## src/rtl/slice_pkg.sv

```systemverilog
// Shared types, encodings and frame-layout helpers for the logic slice.
package slice_pkg;

  typedef enum logic [1:0] {
    IDLE   = 2'd0,
    SHIFT  = 2'd1,
    COMMIT = 2'd2
  } cfg_state_t;

  // Carry-in source select; both 00 and 11 route the external Ci.
  localparam logic [1:0] CI_SEL_EXT  = 2'b00;
  localparam logic [1:0] CI_SEL_ZERO = 2'b01;
  localparam logic [1:0] CI_SEL_ONE  = 2'b10;
  localparam logic [1:0] CI_SEL_EXT2 = 2'b11;

  // Config bits per LUT: table A, table B, split bit.
  function automatic int unsigned lut_cfg_bits(input int unsigned s);
    return 2 * (32'd1 << s) + 1;
  endfunction

  // Whole frame: all LUTs, use_cc, 2-bit ci_sel, one reg_sel bit per output.
  function automatic int unsigned cfg_bits(input int unsigned s, input int unsigned n);
    return n * lut_cfg_bits(s) + 1 + 2 + 2 * n;
  endfunction

  function automatic int unsigned lut_off(input int unsigned s, input int unsigned i);
    return i * lut_cfg_bits(s);
  endfunction

  function automatic int unsigned use_cc_off(input int unsigned s, input int unsigned n);
    return n * lut_cfg_bits(s);
  endfunction

  function automatic int unsigned ci_sel_off(input int unsigned s, input int unsigned n);
    return use_cc_off(s, n) + 1;
  endfunction

  function automatic int unsigned reg_sel_off(input int unsigned s, input int unsigned n);
    return use_cc_off(s, n) + 3;
  endfunction

endpackage

```

## src/rtl/slicel_cfgchain_if.sv

```systemverilog
// Serial configuration chain bundle between a loader and a slice.
interface slicel_cfgchain_if;
  logic cfg_start;
  logic cfg_valid;
  logic cfg_din;
  logic cfg_dout;
  logic cfg_busy;
  logic cfg_loaded;

  modport master (
    output cfg_start, cfg_valid, cfg_din,
    input  cfg_dout, cfg_busy, cfg_loaded
  );

  modport slave (
    input  cfg_start, cfg_valid, cfg_din,
    output cfg_dout, cfg_busy, cfg_loaded
  );
endinterface

```

## src/rtl/lut_frac.sv

```systemverilog
// One fracturable LUT: two S-input tables, or one (S+1)-input function on o0.
module lut_frac
  import slice_pkg::*;
#(
  parameter int unsigned S = 4
) (
  input  logic [2*S-1:0]               addr,
  input  logic [lut_cfg_bits(S)-1:0]   cfg,
  output logic                         o0,
  output logic                         o1
);
  localparam int unsigned T = 32'd1 << S;

  logic [S-1:0] a;
  logic [S-1:0] b;
  logic [T-1:0] tbl_a;
  logic [T-1:0] tbl_b;
  logic         split;

  // Table lookup; when not split, address bit S picks table B for the low half.
  always_comb begin
    a     = addr[S-1:0];
    b     = addr[2*S-1:S];
    tbl_a = cfg[T-1:0];
    tbl_b = cfg[2*T-1:T];
    split = cfg[2*T];
    o1    = tbl_b[b];
    if (split) o0 = tbl_a[a];
    else       o0 = addr[S] ? tbl_b[a] : tbl_a[a];
  end
endmodule

```

## src/rtl/slicel_cfgchain.sv

```systemverilog
// Logic slice with carry chain, output registers and a double-buffered
// serial configuration frame loaded on the fabric clock.
module slicel_cfgchain
  import slice_pkg::*;
#(
  parameter int unsigned S_XX_BASE = 4,
  parameter int unsigned NUM_LUTS  = 4
) (
  input  logic                             clk,
  input  logic                             rst_n,
  input  logic [2*S_XX_BASE*NUM_LUTS-1:0]  luts_in,
  input  logic                             Ci,
  input  logic                             reg_ce,
  slicel_cfgchain_if.slave                 cfg,
  output logic                             Co,
  output logic [2*NUM_LUTS-1:0]            out,
  output logic [2*NUM_LUTS-1:0]            sync_out
);
  localparam int unsigned LUT_CFG     = lut_cfg_bits(S_XX_BASE);
  localparam int unsigned CFG_BITS    = cfg_bits(S_XX_BASE, NUM_LUTS);
  localparam int unsigned USE_CC_OFF  = use_cc_off(S_XX_BASE, NUM_LUTS);
  localparam int unsigned CI_SEL_OFF  = ci_sel_off(S_XX_BASE, NUM_LUTS);
  localparam int unsigned REG_SEL_OFF = reg_sel_off(S_XX_BASE, NUM_LUTS);
  localparam int unsigned CNT_W       = $clog2(CFG_BITS);
  localparam logic [CNT_W-1:0] CNT_LAST = CNT_W'(CFG_BITS - 1);

  cfg_state_t            state_q, state_d;
  logic [CNT_W-1:0]      cnt_q, cnt_d;
  logic [CFG_BITS-1:0]   shadow_q, shadow_d;
  logic [CFG_BITS-1:0]   active_q, active_d;
  logic                  loaded_q, loaded_d;
  logic [2*NUM_LUTS-1:0] sync_q, sync_d;

  logic [NUM_LUTS-1:0]   p;
  logic [NUM_LUTS-1:0]   g;
  logic [2*NUM_LUTS-1:0] v;
  logic [2*NUM_LUTS-1:0] reg_sel;
  logic [1:0]            ci_sel;
  logic                  use_cc;
  logic                  carry;
  logic                  co_c;

  for (genvar i = 0; i < NUM_LUTS; i++) begin : g_lut
    lut_frac #(.S(S_XX_BASE)) u_lut (
      .addr (luts_in[2*S_XX_BASE*i +: 2*S_XX_BASE]),
      .cfg  (active_q[LUT_CFG*i +: LUT_CFG]),
      .o0   (p[i]),
      .o1   (g[i])
    );
  end

  // Load FSM: shift into shadow, then copy shadow to active in one cycle.
  always_comb begin
    state_d  = state_q;
    cnt_d    = cnt_q;
    shadow_d = shadow_q;
    active_d = active_q;
    loaded_d = loaded_q;
    case (state_q)
      IDLE: begin
        if (cfg.cfg_start) begin
          state_d = SHIFT;
          cnt_d   = '0;
        end
      end
      SHIFT: begin
        if (cfg.cfg_valid) begin
          shadow_d = {cfg.cfg_din, shadow_q[CFG_BITS-1:1]};
          cnt_d    = cnt_q + CNT_W'(1);
          if (cnt_q == CNT_LAST) begin
            state_d = COMMIT;
            cnt_d   = '0;
          end
        end
        // Restart wins over completion; the bit in this cycle is still shifted.
        if (cfg.cfg_start) begin
          state_d = SHIFT;
          cnt_d   = '0;
        end
      end
      COMMIT: begin
        active_d = shadow_q;
        loaded_d = 1'b1;
        state_d  = IDLE;
      end
      default: state_d = IDLE;
    endcase
  end

  // Carry chain and combinational output value, forced low until configured.
  always_comb begin
    use_cc  = active_q[USE_CC_OFF];
    ci_sel  = active_q[CI_SEL_OFF +: 2];
    reg_sel = active_q[REG_SEL_OFF +: 2*NUM_LUTS];
    v       = '0;
    case (ci_sel)
      CI_SEL_ZERO: carry = 1'b0;
      CI_SEL_ONE:  carry = 1'b1;
      default:     carry = Ci;
    endcase
    for (int unsigned i = 0; i < NUM_LUTS; i++) begin
      v[2*i]   = use_cc ? (p[i] ^ carry) : p[i];
      v[2*i+1] = g[i];
      carry    = p[i] ? carry : g[i];
    end
    co_c = carry;
    if (!loaded_q) begin
      v    = '0;
      co_c = 1'b0;
    end
  end

  // Per-output register/bypass mux and output register next value.
  always_comb begin
    sync_d = reg_ce ? v : sync_q;
    out    = '0;
    for (int unsigned k = 0; k < 2*NUM_LUTS; k++) begin
      out[k] = reg_sel[k] ? sync_q[k] : v[k];
    end
    if (!loaded_q) out = '0;
  end

  // All state registers with synchronous active-low reset.
  always_ff @(posedge clk) begin
    if (!rst_n) begin
      state_q  <= IDLE;
      cnt_q    <= '0;
      shadow_q <= '0;
      active_q <= '0;
      loaded_q <= 1'b0;
      sync_q   <= '0;
    end else begin
      state_q  <= state_d;
      cnt_q    <= cnt_d;
      shadow_q <= shadow_d;
      active_q <= active_d;
      loaded_q <= loaded_d;
      sync_q   <= sync_d;
    end
  end

  assign Co             = co_c;
  assign sync_out       = sync_q;
  assign cfg.cfg_dout   = shadow_q[0];
  assign cfg.cfg_busy   = (state_q != IDLE);
  assign cfg.cfg_loaded = loaded_q;
endmodule

```

## src/flat_wrapper.sv

```systemverilog
// flat-port wrapper written by rule: the top's interface ports become plain ports
module slicel_cfgchain_flat import slice_pkg::*;
#(
  parameter int unsigned S_XX_BASE = 4,
  parameter int unsigned NUM_LUTS  = 4
)
  (clk, rst_n, luts_in, Ci, reg_ce, Co, out, sync_out, cfg_cfg_start, cfg_cfg_valid, cfg_cfg_din, cfg_cfg_dout, cfg_cfg_busy, cfg_cfg_loaded);
  slicel_cfgchain_if cfg_i ();
  input  logic clk;
  input  logic rst_n;
  input  logic [2*S_XX_BASE*NUM_LUTS-1:0] luts_in;
  input  logic Ci;
  input  logic reg_ce;
  output logic Co;
  output logic [2*NUM_LUTS-1:0] out;
  output logic [2*NUM_LUTS-1:0] sync_out;
  input wire logic [$bits(cfg_i.cfg_start)-1:0] cfg_cfg_start;
  input wire logic [$bits(cfg_i.cfg_valid)-1:0] cfg_cfg_valid;
  input wire logic [$bits(cfg_i.cfg_din)-1:0] cfg_cfg_din;
  output wire logic [$bits(cfg_i.cfg_dout)-1:0] cfg_cfg_dout;
  output wire logic [$bits(cfg_i.cfg_busy)-1:0] cfg_cfg_busy;
  output wire logic [$bits(cfg_i.cfg_loaded)-1:0] cfg_cfg_loaded;
  assign cfg_i.cfg_start = cfg_cfg_start;
  assign cfg_i.cfg_valid = cfg_cfg_valid;
  assign cfg_i.cfg_din = cfg_cfg_din;
  assign cfg_cfg_dout = cfg_i.cfg_dout;
  assign cfg_cfg_busy = cfg_i.cfg_busy;
  assign cfg_cfg_loaded = cfg_i.cfg_loaded;
  slicel_cfgchain #(.S_XX_BASE(S_XX_BASE), .NUM_LUTS(NUM_LUTS)) u_core (.clk(clk), .rst_n(rst_n), .luts_in(luts_in), .Ci(Ci), .reg_ce(reg_ce), .cfg(cfg_i), .Co(Co), .out(out), .sync_out(sync_out));
endmodule
```

## config.mk

```make
export PLATFORM = sky130hd
export DESIGN_NAME = slicel_cfgchain_flat
export DESIGN_NICKNAME = d
export VERILOG_FILES = /design/src/rtl/slice_pkg.sv /design/src/rtl/slicel_cfgchain_if.sv /design/src/rtl/lut_frac.sv /design/src/rtl/slicel_cfgchain.sv /design/src/flat_wrapper.sv
export SDC_FILE = /design/constraint.sdc
export NUM_CORES = 1
export LEC_CHECK = 0
export ABC_AREA = 1
export BUFFER_PORTS_ARGS = -buffer_cell sky130_fd_sc_hd__buf_2
export CORE_ASPECT_RATIO = 0.75
export CORE_MARGIN = 1
export CORE_UTILIZATION = 55
export DETAILED_ROUTE_END_ITERATION = 10
export PLACE_DENSITY = 0.84
export SLEW_MARGIN = 20
export SYNTH_ARGS = -nofsm -noshare
export SYNTH_HDL_FRONTEND = slang
export SYNTH_SLANG_ARGS = --single-unit
```

## constraint.sdc

```tcl
create_clock -name clk -period 1.75 [get_ports clk]
set_input_delay 0.2625 -clock clk [delete_from_list [all_inputs] [get_ports clk]]
set_output_delay 0.2625 -clock clk [all_outputs]
set_load 0.005 [all_outputs]
```

* Word-level counts from Yosys, hierarchy flattened
Index checks and enable logic that the tools add are counted. W data, S select, Z words.
Cells by class: add/subtract/negate cells 1, magnitude comparators 8, eq/ne operators 8, multiplexer cells 62, bitwise operators 4, reductions and logical operators 6
Operators by type and width (number):
- $bmux W1 S4 | 12
- $mux W8 | 6
- $lt A4 B5 Y1 const B | 8
- $mux W1 | 37
- $pmux W8 S2 | 1
- $add A8 B1 Y8 const B | 1
- $eq A8 B8 Y1 const B | 1
- $mux W2 | 4
- $reduce_and A3 Y1 | 2
- $eq A2 B1 Y1 const B | 2
- $eq A2 B2 Y1 const B | 2
- $pmux W2 S2 | 1
- $reduce_bool A2 Y1 | 2
- $xor A1 B1 Y1 | 4
- $ne A3 B2 Y1 const B | 1
- $ne A3 B3 Y1 const B | 1
- $logic_not A2 Y1 | 1
- $ne A2 B2 Y1 const B | 1
- $pmux W1 S2 | 1
- $reduce_and A2 Y1 | 1
Word-level totals: flip-flop bits (word level) 305, input bits 39, output and inout bits 20, logic and storage cells 95

* Depth between registers and ports, before layout
depth in word-level cells 12, gate-level depth with buffers 17, depth with buffers taken out 15

* Modules after synthesis
A second synthesis with hierarchy kept.
Second synthesis, totals: cell total of the unflattened synthesis 1822, area, all modules 12829.8 um2
Modules (own cells, without submodules):
- slicel_cfgchain | times used 1, cells an instance 1394, area each 10792.9 um2, seq. area each 6105.9 um2
- lut_frac | times used 4, cells an instance 107, area each 509.2 um2, seq. area each 0.0 um2

* Worst setup path before layout
OpenSTA, ideal clock, no wires.
path type input to output, start input luts_in[0], end output out[4], arrival time 1536 ps, data required time 1487 ps, path slack -49 ps, cell stages on the path 17, buffers on the path 2, cell sequence buf_6 > inv_8 > buf_12 > nand2_2 > nand3_1 > nand3_1 > nand2_1 > nand2_1 > nand3_2 > nand2_2 > nand2_2 > nand2_1 > nand2_1 > nand3_2 > a21oi_2 > o21ai_2 > a21oi_2
Between the ends: cells in the longest elaborated chain, start to end 11, elaborated cells between the ends (all ways) 13, those cells by class 12 x mux; 1 x bitwise
RTL lines:
- start, declared | line flat_wrapper.sv:11 | input logic [2*S_XX_BASE*NUM_LUTS-1:0] luts_in;
- $bmux W1 S4 (on tied branches) | line lut_frac.sv:28, lut_frac.sv:29
- $mux W1 (on tied branches) | line lut_frac.sv:28, lut_frac.sv:29
- $mux W1 | line lut_frac.sv:29 | else o0 = addr[S] ? tbl_b[a] : tbl_a[a];
- $mux W1 (*) | line lut_frac.sv:28 | if (split) o0 = tbl_a[a];
- $mux W1 (*) (2 in a row) | line slicel_cfgchain.sv:104 | carry = p[i] ? carry : g[i];
- $xor A1 B1 Y1 (*) | line slicel_cfgchain.sv:102 | v[2*i] = use_cc ? (p[i] ^ carry) : p[i];
- $mux W1 (*) | line slicel_cfgchain.sv:102
- $mux W8 (*) | line slicel_cfgchain.sv:107 | if (!loaded_q) begin
- $mux W1 (*) | line slicel_cfgchain.sv:118 | out[k] = reg_sel[k] ? sync_q[k] : v[k];
- $mux W8 (*) | line slicel_cfgchain.sv:120 | if (!loaded_q) out = '0;
- end, declared | line flat_wrapper.sv:15 | output logic [2*NUM_LUTS-1:0] out;
Every way passes the cells marked *; elsewhere a longest branch is shown, timed or not. The select of a mux whose other input is x is not followed.

* Final worst setup path
start register u_core.active_q[29], end output out[4]
Between the ends: cells in the longest elaborated chain, start to end 11, elaborated cells between the ends (all ways) 13, those cells by class 12 x mux; 1 x bitwise
RTL lines:
- start, declared | line slicel_cfgchain.sv:30 | logic [CFG_BITS-1:0] active_q, active_d;
- start signal, assigned | line slicel_cfgchain.sv:136 | active_q <= active_d;
- $bmux W1 S4 | line lut_frac.sv:29
- $mux W1 (implied by the code) | line lut_frac.sv:29
- $mux W1 | line lut_frac.sv:29
- $mux W1 | line lut_frac.sv:28
- $mux W1 (*) (2 in a row) | line slicel_cfgchain.sv:104
- $xor A1 B1 Y1 (*) | line slicel_cfgchain.sv:102
- $mux W1 (*) | line slicel_cfgchain.sv:102
- $mux W8 (*) | line slicel_cfgchain.sv:107
- $mux W1 (*) | line slicel_cfgchain.sv:118
- $mux W8 (*) | line slicel_cfgchain.sv:120
Marked as above.

==> impl_metrics.json <==
{
  "placed_area_um2": 13560,
  "path_clk_slew_ns": 0.06,
  "drive_gt1_frac": 0.1710,
  "dr.max_layer_used": "met4",
  "worst_ep_arrival_time_ns": 2.31,
  "syn_nets": 1831,
  "antenna_cells": 0,
  "wl_met3_um": 1851,
  "core-area_um2": 22350,
  "clockBufferDepth": 3,
  "setup_viol": 10,
  "m1WireLength_um": 14410,
  "rsz0062_at_grt": "true",
  "synth_area_um2": 12690,
  "failed_checks": "setup timing",
  "avgViaCountPerCell": 5.570,
  "hold_class": "input port to register",
  "total_leakage_power_nw": 6.925,
  "grt-ovfl-total": 0,
  "nNetsFinal": 1889,
  "cap_violations": 0,
  "fin_crit_sh": 1.469,
  "relSlewSlack": 0.6382,
  "cts_root_buffer": "clkbuf_16",
  "grt_pass1_wl_um": 51940,
  "numCtsBuffers": 28,
  "gp_congestion": 0.9193,
  "stdcell_count": 2159,
  "die_w_um": 177.4,
  "insertion_delay_ns": 0.54,
  "drc": 0,
  "synth-seq-area-share": 0.4812,
  "initial_utilization": 0.5679,
  "fp.dieH_um": 133.5,
  "htreeDepth": 1,
  "seqCellArea_um2": 6175,
  "max_freq_mhz": 389.0,
  "avgRoutedWirePerCell_um": 14.75,
  "reg2reg_depth": 15,
  "grt_pass1_vias": 10820,
  "ant_nets": 0,
  "cp-start-kind": "register",
  "yosysTopAreaCell": "dfxtp_1",
  "crit_chain": "nand2_1 > nand3_1 > nand3_1 > nand2_1 > nand2_2 > nand3_4 > nand2_4 > nand2_4 > nand2_2 > nand2_2 > nand3_2 > a21oi_2 > o21ai_2 > a21oi_2 > buf_2",
  "synth_top_area_frac": 0.4812,
  "nFillCells": 1842,
  "placedCellCount": 2101,
  "num_vias": 12030,
  "vdd_drop_max_v": 0.0007524,
  "hold_viol_final": 0,
  "wl_met2_um": 14920,
  "crit_slowest_cell": "dfxtp_2",
  "ios": 59,
  "wirelength_um": 31840,
  "synth_area_leaders": "dfxtp_1, nor2_1, o21ai_0",
  "setup_ws_ns": -0.8206,
  "grt_max_degree": 129,
  "skew_ns": 0.01059,
  "port-buffer-count": 58,
  "crit_fanout": 3,
  "synth_seq_cells": 305,
  "end_kind": "output pin",
  "ys_warn_count": 0,
  "status": "complete, but fails checks",
  "die_area_um2": 23690,
  "antenna_found_initial": 0,
  "syn_area_per_cell_um2": 7.093,
  "hpwl_um": 19200,
  "synth_cells": 1789,
  "rows": 47,
  "drt_iter0_drc": 1259,
  "crit_top_cell": "nand2_2",
  "slew_viol_final": 0,
  "synth_cell_type_count": 34,
  "multi_input_area_um2": 6038,
  "cts_num_sinks": 305,
  "firstDrtPassIters": 6,
  "cts_tree": "yes",
  "cpPeakStageDelay_ns": 0.35,
  "grt_usage": 0.2614,
  "final_area_um2": 14850,
  "min_path_cells": 3,
  "required_ns": 1.49,
  "min_period_ns": 2.571,
  "syn_to_final_growth_pct": 16.99,
  "r2r_slack_ns": -0.03,
  "power_density_nw_per_um2": 991.6,
  "criticalPathCategory": "register to output pin",
  "final_core_util": 0.6643,
  "max_slew.worst_pin.slew_ns": 0.5427
}
cell usage after synthesis (all sizes together):
| cell type | instances |
|---|---|
| nor2 | 584 |
| o21ai | 341 |
| dfxtp | 305 |
| nand2 | 172 |
| nand3 | 106 |
| clkbuf | 95 |
| inv | 66 |
| a21oi | 59 |
| buf | 18 |
| o221ai | 12 |
| nand4 | 5 |
| mux2i | 4 |
| nand3b | 4 |
| o211ai | 4 |
| clkinv | 3 |
| ha | 3 |
| o31ai | 2 |
| xor2 | 2 |
| a211oi | 1 |
| nor4 | 1 |
| o2111ai | 1 |
| o22ai | 1 |
cell families after synthesis:
kind of cell,share of synthesized area
AO/OA/AOI/OAI,0.1731
XOR/XNOR,0.001381
adder cells (fa/ha/maj),0.002958
buffers and inverters,0.06192
flip-flops,0.4812
multiplexers,0.003155
AND/OR/NAND/NOR,0.2763
cells in the final DEF (no fill, tap or decap), drive strengths merged, types with 5 or more instances in the layout:
cell,n
a21oi,59
buf,139
clkbuf,45
dfxtp,305
inv,67
nand2,172
nand3,106
nand4,5
nor2,584
o21ai,341
o221ai,12
registers in the layout, summed over array words and instances (netlist names):
signal / cells
u_core.cfg.cfg_loaded: 1
u_core.shadow_q: 143
u_core.sync_out: 8
u_core.active_q: 143
u_core.state_q: 2
u_core.cnt_q: 8
layout make-up:
class | count | share of cell area
timing repair buffer | 141 | 0.07417
tap | 294 | 0.02478
clock inverter | 3 | 0.001011
sequential | 305 | 0.4159
inverter | 69 | 0.01905
multi-input combinational | 1302 | 0.4067
clock buffer | 45 | 0.05832
layer usage:
layer  track usage  vias to the layer above
met4       0.06648                        0
li1              -                     5945
met5             0                        -
met2        0.4269                      379
met3       0.03710                       59
met1        0.3625                     5643
worst max-delay path, delay by kind of cell (launching register included):
kind / cells / cell delay (ns)
AND/OR/NAND/NOR: 11 / 0.84
AO/OA/AOI/OAI: 3 / 0.43
flip-flops: 1 / 0.35
buffers and inverters: 1 / 0.13
worst paths after layout:
path,startpoint,end
worst max-delay path,u_core.active_q[29],out[4]
worst max register to register,u_core.active_q[29],u_core.sync_out[4]
worst min-delay path,rst_n,u_core.active_q[64]
worst min register to register,u_core.cnt_q[6],u_core.cnt_q[6]
report_power, final:
| part | internal (mW) | switching (mW) | total (mW) |
|---|---|---|---|
| Combinational | 0.506 | 0.851 | 1.36 |
| Sequential | 7.23 | 0.211 | 7.44 |
| Clock | 3.35 | 2.57 | 5.92 |
per-stage QoR:
stage	hold slack, ns	setup WS [ns]	total power, mW	setup TNS, ns
after global routing	0.02552	-0.9561	15.26	-6.418
after global placement	0.4372	-0.4547	8.750	-2.141
final	0.02067	-0.8206	14.72	-5.084
after floorplan	0.3403	-0.04899	8.364	-0.07017
after CTS	0.004092	-0.7749	14.74	-5.572
after detailed placement	0.4417	-0.5319	8.799	-2.793
repair_timing:
item	4_1_cts	5_1_grt
endpoints found under the setup margin	12	19
hold buffers	2	0
pin swaps	35	28
setup buffers	14	7
gates resized for setup	80	51
hold endpoints to repair	3	0
Power figures use the tool's default switching activity.
